`src/rtl/entropy_collector.sv`:
```
// Bus initiator that samples the entropy generator's P/N words, XOR-mixes them,
// health-checks them for repetition and packs pairs into 32-bit words.
// Optional ENTROPY_COLLECTOR_RNG_CFG_EN adds two configuration writes before sampling starts.
module entropy_collector #(
    parameter int unsigned SAMPLE_DELAY = 8,
    parameter int unsigned REPEAT_MAX   = 4,
    parameter logic [7:0]  ADDR_P       = 8'h11,
    parameter logic [7:0]  ADDR_N       = 8'h12
`ifdef ENTROPY_COLLECTOR_RNG_CFG_EN
    ,
    parameter logic [7:0]  RNG1_VAL     = 8'h33,
    parameter logic [7:0]  RNG2_VAL     = 8'hcc
`endif
) (
    input  logic        clk,
    input  logic        nreset,
    input  logic        enable,
    output logic        cs,
    output logic        we,
    output logic [7:0]  addr,
    output logic [15:0] dwrite,
    input  logic [15:0] dread,
    output logic [31:0] data,
    output logic        data_valid,
    input  logic        data_ack,
    output logic        error
);

    typedef enum logic [2:0] {
        IDLE,
        WAIT,
        RD_P,
        RD_N,
        VALID,
        ERROR
`ifdef ENTROPY_COLLECTOR_RNG_CFG_EN
        ,
        CFG1,
        CFG2
`endif
    } state_t;

`ifdef ENTROPY_COLLECTOR_RNG_CFG_EN
    localparam state_t RUN_ENTRY = CFG1;
`else
    localparam state_t RUN_ENTRY = WAIT;
`endif

    state_t      state, next_state;
    logic [15:0] p_reg;
    logic [15:0] last_mix;
    logic [15:0] mix;
    logic [3:0]  rep_ctr;
    logic [7:0]  delay_ctr;
    logic        half;
    logic        first;
    logic        wait_done;
    logic        repeat_hit;
    logic        health_fail;

    assign mix         = p_reg ^ dread;
    assign wait_done   = (delay_ctr == 8'(SAMPLE_DELAY - 1));
    assign repeat_hit  = !first && (mix == last_mix);
    assign health_fail = repeat_hit && (rep_ctr == 4'(REPEAT_MAX - 2));

    always_ff @(posedge clk or negedge nreset) begin
        if (!nreset) begin
            state <= IDLE;
        end else begin
            state <= next_state;
        end
    end

    // Dropping enable abandons any partial sample; only VALID and ERROR ignore it.
    always_comb begin
        next_state = state;
        case (state)
            IDLE:  if (enable) next_state = RUN_ENTRY;
            WAIT: begin
                if (!enable)        next_state = IDLE;
                else if (wait_done) next_state = RD_P;
            end
            RD_P:  next_state = enable ? RD_N : IDLE;
            RD_N: begin
                if (!enable)          next_state = IDLE;
                else if (health_fail) next_state = ERROR;
                else if (half)        next_state = VALID;
                else                  next_state = WAIT;
            end
            VALID: if (data_ack) next_state = enable ? WAIT : IDLE;
            ERROR: if (!enable) next_state = IDLE;
`ifdef ENTROPY_COLLECTOR_RNG_CFG_EN
            CFG1:  next_state = enable ? CFG2 : IDLE;
            CFG2:  next_state = enable ? WAIT : IDLE;
`endif
            default: next_state = IDLE;
        endcase
    end

    always_comb begin
        cs     = 1'b0;
        we     = 1'b0;
        addr   = 8'h00;
        dwrite = 16'h0000;
        case (state)
            RD_P: begin
                cs   = 1'b1;
                addr = ADDR_P;
            end
            RD_N: begin
                cs   = 1'b1;
                addr = ADDR_N;
            end
`ifdef ENTROPY_COLLECTOR_RNG_CFG_EN
            CFG1: begin
                cs     = 1'b1;
                we     = 1'b1;
                addr   = 8'h00;
                dwrite = {RNG1_VAL, 8'h00};
            end
            CFG2: begin
                cs     = 1'b1;
                we     = 1'b1;
                addr   = 8'h01;
                dwrite = {8'h00, RNG2_VAL};
            end
`endif
            default: ;
        endcase
    end

    // Health-test history (last_mix, rep_ctr) survives across words; only first restarts it.
    always_ff @(posedge clk or negedge nreset) begin
        if (!nreset) begin
            p_reg      <= 16'h0000;
            last_mix   <= 16'h0000;
            rep_ctr    <= 4'd0;
            half       <= 1'b0;
            delay_ctr  <= 8'd0;
            first      <= 1'b0;
            data       <= 32'h0000_0000;
            data_valid <= 1'b0;
            error      <= 1'b0;
        end else begin
            case (state)
                IDLE: begin
                    if (enable) begin
                        delay_ctr <= 8'd0;
                        half      <= 1'b0;
                        first     <= 1'b1;
                    end
                end
                WAIT: begin
                    if (enable) delay_ctr <= delay_ctr + 8'd1;
                end
                RD_P: begin
                    if (enable) p_reg <= dread;
                end
                RD_N: begin
                    if (enable) begin
                        last_mix <= mix;
                        if (first) begin
                            rep_ctr <= 4'd0;
                            first   <= 1'b0;
                        end else if (mix == last_mix) begin
                            rep_ctr <= rep_ctr + 4'd1;
                        end else begin
                            rep_ctr <= 4'd0;
                        end
                        if (health_fail) begin
                            error <= 1'b1;
                        end else if (!half) begin
                            data[15:0] <= mix;
                            half       <= 1'b1;
                            delay_ctr  <= 8'd0;
                        end else begin
                            data[31:16] <= mix;
                            half        <= 1'b0;
                            data_valid  <= 1'b1;
                        end
                    end
                end
                VALID: begin
                    if (data_ack) begin
                        data_valid <= 1'b0;
                        delay_ctr  <= 8'd0;
                    end
                end
                ERROR: begin
                    if (!enable) error <= 1'b0;
                end
                default: ;
            endcase
        end
    end

endmodule

```
`config.mk`:
```
export PLATFORM = sky130hd
export DESIGN_NAME = entropy_collector
export DESIGN_NICKNAME = d
export VERILOG_FILES = /design/src/rtl/entropy_collector.sv
export SDC_FILE = /design/constraint.sdc
export NUM_CORES = 1
export LEC_CHECK = 0
export ABC_CLOCK_PERIOD_IN_PS = 3330
export BUFFER_PORTS_ARGS = -buffer_cell sky130_fd_sc_hd__buf_2
export CAP_MARGIN = 20
export CORE_UTILIZATION = 50
export DETAILED_ROUTE_END_ITERATION = 7
export PLACE_DENSITY = 0.73
export SLEW_MARGIN = 20
export SYNTH_ARGS = -nofsm -noshare
export SYNTH_HDL_FRONTEND = slang
export SYNTH_SLANG_ARGS = --single-unit
```
`constraint.sdc`:
```
create_clock -name clk -period 3.33 [get_ports clk]
set_input_delay 0.333 -clock clk [delete_from_list [all_inputs] [get_ports clk]]
set_output_delay 0.333 -clock clk [all_outputs]
set_load 0.02 [all_outputs]
```
==> summary.md, run 1 <==
| Metric | Value |
|---|---|
| Max Cap Viol | `0` |
| Core Area | `8299 sq um` |
| DR iter-0 viols | `between 100 and 150` |
| Die ar. | `9004 sq um` |
| Synth Flop Type | `dfrtp_1` |
| Synth Instances | `365` |
| Placed instance area | `around 4600 sq um` |
| Sw power | `1.605 mW` |
| Pin count of the biggest net entering global routing | `84` |
| Vias in the first global route | `2758` |
| Clock skew | `14.89 ps` |
| Routed len/inst | `between 15 and 20 um` |
| Critical path's top delay family | `compound AO/OA/AOI/OAI gates` |
| Worst slew pin tran | `833.2 ps` |
| Total negative setup slack | `0 ps` |
| Post_cts resized | `0` |
| H-tree depth | `3` |
| Synthesis warning total | `0` |
| Placement Setup Slack | `686.0 ps` |
| Comb power frac | `41.6%` |
| Row cnt | `33` |
| Clk_lat worst skew | `360 ps` |
| Net count, final | `449` |
| Post-CTS Setup Repair Bufs | `0` |
| First-pass GRT wire length | `~13 mm` |
| WP buf/inv | `1` |
| Crit path DAT | `2790 ps` |
| Status | `finished with violations` |
| Reg clk slew, reported paths | `about 90 ps` |
| Crit end category | `register` |
| Final hold slack | `-13.95 ps` |
| CP max stage cell | `dfrtp_1` |
| Critical path fanouts, max | `17` |
| Asr flop ratio synth | `100.0%` |
| Req. time, crit path | `3570 ps` |
| Most common cell in the netlist | `dfrtp_1` |
| Worst Setup Slack, final | `782.3 ps` |
| All-Layer GR Usage | `19.77%` |
| Die W | `around 95 um` |
| Top cells by count, synth | `83 x dfrtp_1, 51 x nand2_1, 30 x mux2_2` |
| Area leader, netlist | `dfrtp_1` |
| Net Sw Frac | `about two fifths` |
| Worst VDD drop | `0.4374 mV` |
| Final period util | `76.51%` |
| Clock power share | `17.1%` |
| Failing checks | `negative hold slack` |
| Type of the worst setup path | `reg2reg` |
| Sequential power share | `41.3%` |
| Detail Placement HPWL | `5.467 mm` |
| Gpl congestion | `0.7640` |
| Unrepaired setup endpoints after global routing | `false` |
| Ratio of cells with drive above 1 in the final layout | `32.02%` |
| Final setup fails | `0` |
| Initial antenna violation count | `0` |
| Top cell type's share of synthesized area | `just under 50%` |
| Syn avg cell area | `between 10 and 15 sq um` |
| Tightest Hold Check Type | `in2async` |
| Post-synthesis sequential area ratio | `48.14%` |
| CTS sink count | `83` |
| Internal Power | `2.557 mW` |
| Vias per Instance | `5.226` |
| Remaining DRCs | `0` |
| Post-Syn Area | `4314 sq um` |
| Leading post-synthesis cells by cell area | `dfrtp_1 48%, mux2_2 7.8%, mux2_4 5.6%, nand2_1 4.4%, buf_4 4.0%` |
| Area growth from synthesis to final layout | `11.92%` |
| Clock tree buffer depth | `2` |
| Post-Layout Inst Area | `4828 sq um` |
| Crit start category | `register` |
| FF+latch count, synth | `83` |
| Max Slew Vio Count | `0` |
| Max incr delay on CP | `420 ps` |
| Power density cells | `862.1 nW/um^2` |
| Ant. Diodes | `0` |
| GRT overflow | `0` |
| CTS tree | `done` |
| Fin crit period | `2548 ps` |
| Number of enable flip-flop cells after synthesis | `0` |
| Inserted Clock Buffers | `9` |
| Initial Util | `51.98%` |
| Total vias in the final route | `2801` |
| CTS Root Cell | `clkbuf_8` |
| Distinct cells, synth | `46` |
| # IOs | `80` |
| ANT nets after route | `0` |
| Die height | `94.89 um` |
| Lkg Pwr | `2.368 nW` |
| WL final | `8.092 mm` |
| Endpoints failing hold | `5` |
| Final core area utilization | `58.18%` |
| CTS Hold Bufs | `0` |
| Critical path cell sequence | `xor3_1, a211o_1, nor4_4, buf_4, a31oi_4, mux2_4` |
| Input/output buffers | `57` |
| Slew headroom | `roughly 44%` |
| Fmax | `392.5 MHz` |
| Largest register FFs | `32` |
| DRT Pass-1 Iters | `4` |
[through the flow]
step | total power [mW] | std cells
floorplan | 3.027 | 386
global placement | 3.420 | 520
detailed placement | 3.478 | 520
CTS | 4.201 | 536
global route | 4.439 | 536
finish | 4.163 | 536
[power by group through the flow]
stage               clock, mW  sequential (mW)  combinational [mW]
CTS                     0.727             1.72                1.75
floorplan                   0             1.86                1.17
detailed placement          0             1.74                1.74
finish                  0.712             1.72                1.73
global route            0.768             1.78                1.89
global placement            0             1.71                1.71
[cell type report]
type                       count  area (sq um)
timing repair buffer          65         351.6
inverter                       9         33.78
multi-input combinational    258          2038
clock buffer                  11         151.4
fill                         699          3471
clock inverter                 5         45.04
tap                          105         131.4
sequential                    83          2077
[logic make-up (layout without fill, tap and decap cells)]
group | after synthesis | in the layout | share of synthesized area (%)
AO/OA/AOI/OAI | 55 | 55 | 8.614
XOR/XNOR | 36 | 36 | 10.96
adder cells (fa/ha/maj) | 3 | 3 | 0.8702
buffers and inverters | 45 | 90 | 6.439
flip-flops | 83 | 83 | 48.14
multiplexers | 49 | 49 | 14.10
other | 1 | 22 | 0.08692
AND/OR/NAND/NOR | 93 | 93 | 10.79
[placed cells by master (no fill, tap or decap), types with 2 or more instances in the layout]
cell type and instances:
dfrtp_1 83, buf_2 56, nand2_1 51, mux2_2 30
conb_1 22, o21ai_0 18, mux2_4 16, xor2_1 15
a21oi_1 13, nor2_1 11, clkbuf_8 11, xnor2_1 10
inv_1 9, buf_4 8, a31oi_1 7, xnor3_1 6
and3_1 5, nor3b_1 4, nand3_1 4, xnor3_2 4
a41oi_1 4, mux2i_1 3, nand2b_1 3, ha_1 3
nor2b_1 2, and2_1 2, nor4_4 2, nand4_1 2
o31ai_1 2, a31o_2 2, nor3_1 2, clkinv_4 2
[layer usage]
layer  track usage, %  vias to the layer above  routed length, um
li1                 -                     1347                  -
met4            7.955                        0                120
met3            3.543                       11                334
met5                0                        -                  0
met1            27.11                     1375               3817
met2            31.12                       68               3820
[path summary, 6_finish.rpt]
path / from / end / slack, ps / depth (start not counted)
min in group clk: dread[1] / p_reg[1] / 240 / 2
setup / recovery: p_reg[10] / data[18] / 780 / 6
max in group asynchronous: nreset / p_reg[11] / 2810 / 1
setup reg to reg: p_reg[10] / data[18] / 780 / 6
hold reg to reg: last_mix[4] / last_mix[4] / 490 / 2
hold / removal: nreset / delay_ctr[7] / -10 / 1
Power figures use the tool's default switching activity.
==> run 2: changes to the inputs <==
--- a/config.mk
+++ b/config.mk
@@ -5,7 +5,8 @@
 export SDC_FILE = /design/constraint.sdc
 export NUM_CORES = 1
 export LEC_CHECK = 0
-export ABC_CLOCK_PERIOD_IN_PS = 3330
+export ABC_AREA = 1
+export ABC_CLOCK_PERIOD_IN_PS = 2600
 export BUFFER_PORTS_ARGS = -buffer_cell sky130_fd_sc_hd__buf_2
 export CAP_MARGIN = 20
 export CORE_UTILIZATION = 50
==> constraint.sdc (replaced) <==
create_clock -name clk -period 2.6 [get_ports clk]
set_input_delay 0.26 -clock clk [delete_from_list [all_inputs] [get_ports clk]]
set_output_delay 0.26 -clock clk [all_outputs]
set_load 0.02 [all_outputs]
==> run 2 against run 1 <==
Clock skew decreased by 0.78 ps. Maximum frequency up 15%. Largest power group is now registers. Synthesized cell count up 53%. The run now ends clean.
==> summary.md, run 2 <==
| Metric | Value |
|---|---|
| Status | `completed (was finished with violations)` |
| FF+latch count, synth | `83 (unchanged)` |
| Clock tree buffer depth | `2 (unchanged)` |
| Die height | `94.94 um (was 94.89 um)` |
| Ratio of cells with drive above 1 in the final layout | `16.29% (was 32.02%)` |
| Post-Syn Area | `4319 sq um (was 4314 sq um)` |
| Req. time, crit path | `2900 ps (was 3570 ps)` |
| All-Layer GR Usage | `21.87% (was 19.77%)` |
| Asr flop ratio synth | `100.0% (unchanged)` |
| Routed len/inst | `12.45 um (was 15.10 um)` |
| Multi-input gate area | `1818 sq um (was 2038 sq um)` |
| Tightest Hold Check Type | `in2reg (was in2async)` |
| Ant. Diodes | `0 (unchanged)` |
| Met3 Resource Use GR | `4.750% (was 3.543%)` |
| DR iter-0 viols | `157 (was 129)` |
| Critical path fanouts, max | `23 (was 17)` |
| Number of enable flip-flop cells after synthesis | `0 (unchanged)` |
| Final hold slack | `130.3 ps (was -13.95 ps)` |
| Max Cap Viol | `0 (unchanged)` |
| Initial antenna violation count | `0 (unchanged)` |
| Most common cell after layout, fill and taps aside | `nand2_1 (was dfrtp_1)` |
| Post-CTS Setup Repair Bufs | `0 (unchanged)` |
| Synth Instances | `557 (was 365)` |
| Distinct cells, synth | `34 (was 46)` |
| Input/output buffers | `57 (unchanged)` |
| Sequential power share | `41.3% (about the same)` |
| Detail Placement HPWL | `6.391 mm (was 5.467 mm)` |
| Sw power | `2.219 mW (was 1.605 mW)` |
| Clk_lat worst skew | `360 ps (about the same)` |
| Final period util | `85.51% (was 76.51%)` |
| ANT nets after route | `0 (unchanged)` |
| Fillers | `769 (was 699)` |
| Inserted Clock Buffers | `9 (unchanged)` |
| H-tree depth | `3 (unchanged)` |
| Clock power share | `18.0% (was 17.1%)` |
| Row cnt | `33 (unchanged)` |
| Fin crit period | `2223 ps (was 2548 ps)` |
| CTS Root Cell | `clkbuf_8 (unchanged)` |
| Synthesis warning total | `0 (unchanged)` |
| WL final | `9.025 mm (was 8.092 mm)` |
| Leading post-synthesis cells by cell area | `dfrtp_1 48%, nand2_1 21%, o21ai_0 4.9%, inv_1 4.7%, buf_4 4.2% (was dfrtp_1 48%, mux2_2 7.8%, mux2_4 5.6%, nand2_1 4.4%, buf_4 4.0%)` |
| Largest register FFs | `32 (unchanged)` |
| Initial Util | `52.04% (was 51.98%)` |
| Reg clk slew, reported paths | `90 ps (about the same)` |
| Remaining DRCs | `0 (unchanged)` |
| Final setup fails | `0 (unchanged)` |
| Die W | `94.94 um (was 94.89 um)` |
| Total vias in the final route | `3521 (was 2801)` |
| Met2 usage | `36.21% (was 31.12%)` |
| CTS tree | `done (unchanged)` |
| Net Sw Frac | `42.91% (was 38.57%)` |
| Reg area | `2077 sq um (unchanged)` |
| Clock skew | `14.11 ps (was 14.89 ps)` |
| Final core area utilization | `57.76% (was 58.18%)` |
| Total negative setup slack | `0 ps (unchanged)` |
| Worst slew pin tran | `611.9 ps (was 833.2 ps)` |
| Worst VDD drop | `0.5013 mV (was 0.4374 mV)` |
| Type of the worst setup path | `reg2reg (unchanged)` |
| Internal Power | `2.953 mW (was 2.557 mW)` |
| Unrepaired setup endpoints after global routing | `false (unchanged)` |
| Crit start category | `register (unchanged)` |
| Comb power frac | `40.6% (was 41.6%)` |
| Fmax | `449.8 MHz (was 392.5 MHz)` |
| Most common cell in the netlist | `nand2_1 (was dfrtp_1)` |
| Slew headroom | `59.20% (was 44.45%)` |
| Crit path DAT | `2520 ps (was 2790 ps)` |
| DRT Pass-1 Iters | `4 (unchanged)` |
| Area leader, netlist | `dfrtp_1 (unchanged)` |
| Endpoints failing hold | `0 (was 5)` |
| Vias per Instance | `4.857 (was 5.226)` |
| Area growth from synthesis to final layout | `10.98% (was 11.92%)` |
| Synth Flop Type | `dfrtp_1 (unchanged)` |
| Crit end category | `register (unchanged)` |
| Met1 track demand over resource | `28.99% (was 27.11%)` |
| Die ar. | `9014 sq um (was 9004 sq um)` |
| Core Area | `8299 sq um (unchanged)` |
| Vias in the first global route | `3307 (was 2758)` |
| Top cells by count, synth | `236 x nand2_1, 83 x dfrtp_1, 54 x inv_1 (was 83 x dfrtp_1, 51 x nand2_1, 30 x mux2_2)` |
| Lkg Pwr | `2.692 nW (was 2.368 nW)` |
| GRT overflow | `0 (unchanged)` |
| # IOs | `80 (unchanged)` |
| CTS sink count | `83 (unchanged)` |
| Power density cells | `1079 nW/um^2 (was 862.1 nW/um^2)` |
| Syn avg cell area | `7.754 sq um (was 11.82 sq um)` |
| Max Slew Vio Count | `0 (unchanged)` |
| Gr busiest metal | `met2 (unchanged)` |
| Net count, final | `639 (was 449)` |
| First-pass GRT wire length | `15.12 mm (was 13.41 mm)` |
| Top cell type's share of synthesized area | `48.09% (was 48.14%)` |
| Commonest non-fill, non-tap cells in the layout | `236 x nand2_1, 83 x dfrtp_1, 56 x buf_2, 54 x inv_1, 42 x o21ai_0 (was 83 x dfrtp_1, 56 x buf_2, 51 x nand2_1, 30 x mux2_2, 22 x conb_1)` |
| Gpl congestion | `0.8207 (was 0.7640)` |
| Pin count of the biggest net entering global routing | `84 (unchanged)` |
| Post-synthesis sequential area ratio | `48.09% (was 48.14%)` |
-- run 2: cell count changes after synthesis, sizes merged, moves of 6 or more --
cell,before,now
nor2,11,25
a31oi,8,0
nand2,51,240
buf,26,33
xor2,15,8
a21oi,13,5
xnor2,10,3
mux2,46,0
nand3,4,29
xnor3,10,0
o21ai,18,42
clkbuf,10,4
inv,9,59
-- run 2: path summary, 6_finish.rpt --
check                           startpoint      endpoint  slack [ps]  cells past startpoint
max in group asynchronous           nreset  last_mix[14]        1770                      3
worst min-delay path              dread[7]      p_reg[7]         130                      3
worst min register to register  data_valid    data_valid         470                      2
min in group asynchronous           nreset      data[22]         480                      3
worst max-delay path              state[2]      data[11]         380                      8
worst max register to register    state[2]      data[11]         380                      8
-- run 2: layer usage --
layer  vias to the layer above  routed length, um
li1                       1796                  -
met1                      1618               4231
met2                        95               4258
met3                        12                431
met4                         0                104
met5                         -                  0
-- run 2: layout make-up --
class                      count  area share (%)
sequential                    83           43.33
multi-input combinational    399           37.93
timing repair buffer          64           7.413
inverter                      59           4.620
tap                          105           2.741
clock buffer                   9           2.584
clock inverter                 6           1.383
-- run 2: repair_timing --
action	in CTS	in global routing
endpoints found under the setup margin	0	0
hold endpoints to repair	83	0
gates resized for setup	0	0
hold buffers	1	0
-- run 2: power by group through the flow --
stage          Combinational (mW)  Sequential [mW]  Clock (mW)
6_report                     2.10             2.14       0.932
3_5_place_dp                 2.11             2.16           0
3_3_place_gp                 2.06             2.14           0
5_1_grt                      2.38             2.20       0.991
4_1_cts                      2.12             2.14       0.954
2_1_floorplan                1.26             2.39           0
-- run 2: kinds of logic (layout without fill, tap and decap cells) --
kind of cell	Yosys count	after routing	synth area share [%]
flops	83	83	48.09
buf+inv	96	138	11.70
other cells	1	22	0.08682
simple gates	310	310	30.01
fa+ha+maj	3	3	0.8692
xor+xnor	11	11	2.231
compound gates	53	53	7.011
-- run 2: worst max-delay path, stage by stage (launching register included) --
cell and delay [ps]:
dfrtp_1 430, nor2_2 180, nand2_1 130, nor2_2 270, buf_4 270, nand3_2 400
inv_2 340, nand2_1 90, nand2_1 60
-- run 2: metrics by stage --
| stage | worst slack [ps] | power (mW) | cell area, sq um | std cells |
|---|---|---|---|---|
| final | 376.7 | 5.172 | 4793 | 725 |
| after global routing | 122.4 | 5.574 | 4793 | 725 |
| after CTS | 369.5 | 5.210 | 4793 | 725 |
| after detailed placement | 380.5 | 4.264 | 4593 | 709 |
| after global placement | 489.9 | 4.201 | 4593 | 709 |
| after floorplan | 854.1 | 3.647 | 4398 | 578 |
==> run 3: changes to the inputs <==
--- a/config.mk
+++ b/config.mk
@@ -6,7 +6,7 @@
 export NUM_CORES = 1
 export LEC_CHECK = 0
 export ABC_AREA = 1
-export ABC_CLOCK_PERIOD_IN_PS = 2600
+export ABC_CLOCK_PERIOD_IN_PS = 2100
 export BUFFER_PORTS_ARGS = -buffer_cell sky130_fd_sc_hd__buf_2
 export CAP_MARGIN = 20
 export CORE_UTILIZATION = 50
==> constraint.sdc (replaced) <==
create_clock -name clk -period 2.1 [get_ports clk]
set_input_delay 0.21 -clock clk [delete_from_list [all_inputs] [get_ports clk]]
set_output_delay 0.21 -clock clk [all_outputs]
set_load 0.02 [all_outputs]
==> run 3 against run 2 <==
Maximum frequency up 15%. Sequential power rose by 23%. Routed wire length is 0.81% higher. Via count is 1.4% higher. Global-route usage grew 0.56 points. Highest routed layer unchanged.
==> summary.md, run 3 (synthesized netlist as in run 2, its figures left out) <==
| Metric | Value |
|---|---|
| Largest register FFs | `32 (unchanged)` |
| RR Endpoint | `data[26] (was data[11])` |
| Ratio of cells with drive above 1 in the final layout | `16.83% (was 16.29%)` |
| Commonest non-fill, non-tap cells in the layout | `236 x nand2_1, 83 x dfrtp_1, 56 x buf_2, 54 x inv_1, 42 x o21ai_0 (unchanged)` |
| Type of the worst setup path | `reg2reg (unchanged)` |
| Clock tree buffer depth | `2 (unchanged)` |
| Fmax | `519.4 MHz (was 449.8 MHz)` |
| First-pass GRT wire length | `15.33 mm (was 15.12 mm)` |
| Final setup fails | `0 (unchanged)` |
| H-tree depth | `3 (unchanged)` |
| Fillers | `750 (was 769)` |
| Max Cap Viol | `0 (unchanged)` |
| Initial antenna violation count | `0 (unchanged)` |
| FF-to-FF path depth | `11 (was 8)` |
| Remaining DRCs | `0 (unchanged)` |
| Vias in the first global route | `3408 (was 3307)` |
| CTS Root Cell | `clkbuf_8 (unchanged)` |
| All-Layer GR Usage | `22.43% (was 21.87%)` |
| GRT overflow | `0 (unchanged)` |
| Tightest Hold Check Type | `in2reg (unchanged)` |
| Gpl congestion | `0.8268 (was 0.8207)` |
| Die height | `94.94 um (unchanged)` |
| Critical path fanouts, max | `11 (was 23)` |
| CTS tree | `done (unchanged)` |
| Inserted Clock Buffers | `9 (unchanged)` |
| Final core area utilization | `58.89% (was 57.76%)` |
| Clk_lat worst skew | `350 ps (was 360 ps)` |
| Core Area | `8299 sq um (unchanged)` |
| Detail Placement HPWL | `6.455 mm (was 6.391 mm)` |
| Setup crit start | `p_reg[6] (was state[2])` |
| Die ar. | `9014 sq um (unchanged)` |
| ANT nets after route | `0 (unchanged)` |
| Power density cells | `1313 nW/um^2 (was 1079 nW/um^2)` |
| Total power | `6.417 mW (was 5.172 mW)` |
| Req. time, crit path | `2350 ps (was 2900 ps)` |
| Final period util | `91.69% (was 85.51%)` |
| Fin crit period | `1925 ps (was 2223 ps)` |
| Net count, final | `643 (was 639)` |
| WL final | `9.098 mm (was 9.025 mm)` |
| Reg2Reg Setup Slack | `170 ps (was 380 ps)` |
| Area growth from synthesis to final layout | `13.15% (was 10.98%)` |
| Unrepaired setup endpoints after global routing | `false (unchanged)` |
| Total vias in the final route | `3572 (was 3521)` |
| DR iter-0 viols | `224 (was 157)` |
| Max Slew Vio Count | `0 (unchanged)` |
| DRT Pass-1 Iters | `4 (unchanged)` |
| Worst Setup EP | `data[26] (was data[11])` |
| CTS sink count | `83 (unchanged)` |
| Crit end category | `register (unchanged)` |
| Worst R2R Start | `p_reg[6] (was state[2])` |
| Die W | `94.94 um (unchanged)` |
| # IOs | `80 (unchanged)` |
| Initial Util | `52.04% (unchanged)` |
| Status | `completed (unchanged)` |
| Endpoints failing hold | `0 (unchanged)` |
| Most common cell after layout, fill and taps aside | `nand2_1 (unchanged)` |
| Reg clk slew, reported paths | `80 ps (was 90 ps)` |
| Routed len/inst | `12.48 um (was 12.45 um)` |
| Crit path DAT | `2170 ps (was 2520 ps)` |
| Ant. Diodes | `0 (unchanged)` |
| Crit start category | `register (unchanged)` |
| Worst VDD drop | `0.7164 mV (was 0.5013 mV)` |
| Vias per Instance | `4.900 (was 4.857)` |
| Clock skew | `7.661 ps (was 14.11 ps)` |
| Pin count of the biggest net entering global routing | `49 (was 84)` |
| Lkg Pwr | `2.731 nW (was 2.692 nW)` |
| Row cnt | `33 (unchanged)` |
| Total negative setup slack | `0 ps (unchanged)` |
| Input/output buffers | `57 (unchanged)` |
[run 3: changes by cell type in the layout (fill, tap and decap cells not counted), sizes merged]
cell | previous run | this run
buf | 63 | 67
clkbuf | 9 | 11
clkinv | 4 | 2
clkinvlp | 0 | 1
inv | 60 | 59
[run 3: area by class of cell]
cell class	instances	area [sq um]	share of cell area, %
timing repair buffer	68	410.4	8.397
tap	105	131.4	2.688
clock buffer	11	141.4	2.893
inverter	59	221.5	4.531
multi-input combinational	399	1854	37.94
clock inverter	4	51.30	1.050
sequential	83	2077	42.50
[run 3: worst min-delay path by stage]
| stage | start | end | slack [ps] | depth (start not counted) |
|---|---|---|---|---|
| 3_3_place_gp | nreset | data[22] | 200 | 1 |
| 4_1_cts | dread[9] | p_reg[9] | 80 | 3 |
| 3_5_place_dp | nreset | data[22] | 210 | 1 |
| 2_1_floorplan | nreset | data[0] | -90 | 0 |
| 6_report | dread[9] | p_reg[9] | 90 | 3 |
| 5_1_grt | dread[6] | p_reg[6] | 90 | 3 |
[run 3: critical path, cell delays in order, from the launching register on]
cell and delay, ps:
dfrtp_1 400, or2_1 240, nand2_2 90, nand2_1 50
nand2_1 50, nand2_1 100, nor2_4 210, nand4_4 200
nand3_4 190, inv_2 140, nand2_1 110, nand2_1 50
[run 3: repair_timing]
item,in CTS,in global routing
endpoints found under the hold margin,35,0
buffers inserted,0,0
gates resized for setup,0,5
hold buffers,1,0
endpoints found under the setup margin,0,21
[run 3: layer usage]
layer / wire length [um] / up-vias / share of wire [%] / global-route usage, %
met5: 0 / - / 0 / 0
met4: 138 / 0 / 1.5 / 6.818
met3: 429 / 14 / 4.7 / 5.797
met2: 4284 / 102 / 47 / 37.11
met1: 4245 / 1649 / 47 / 28.83
li1: - / 1807 / - / -
[run 3: power breakdown]
part           switching [mW]  leakage [nW]  internal (mW)
Combinational            1.74          1.57          0.906
Clock                   0.566        0.0954          0.576
Sequential              0.386          1.07           2.24
[run 3: through the flow]
step,instances,area (sq um),hold slack (ps),worst slack (ps)
final,729,4887,90.78,174.6
after global routing,729,4887,89.24,23.02
after CTS,729,4851,75.79,106.0
after detailed placement,713,4648,206.2,102.7
after global placement,713,4648,200.0,130.3
after floorplan,578,4398,-85.59,354.1
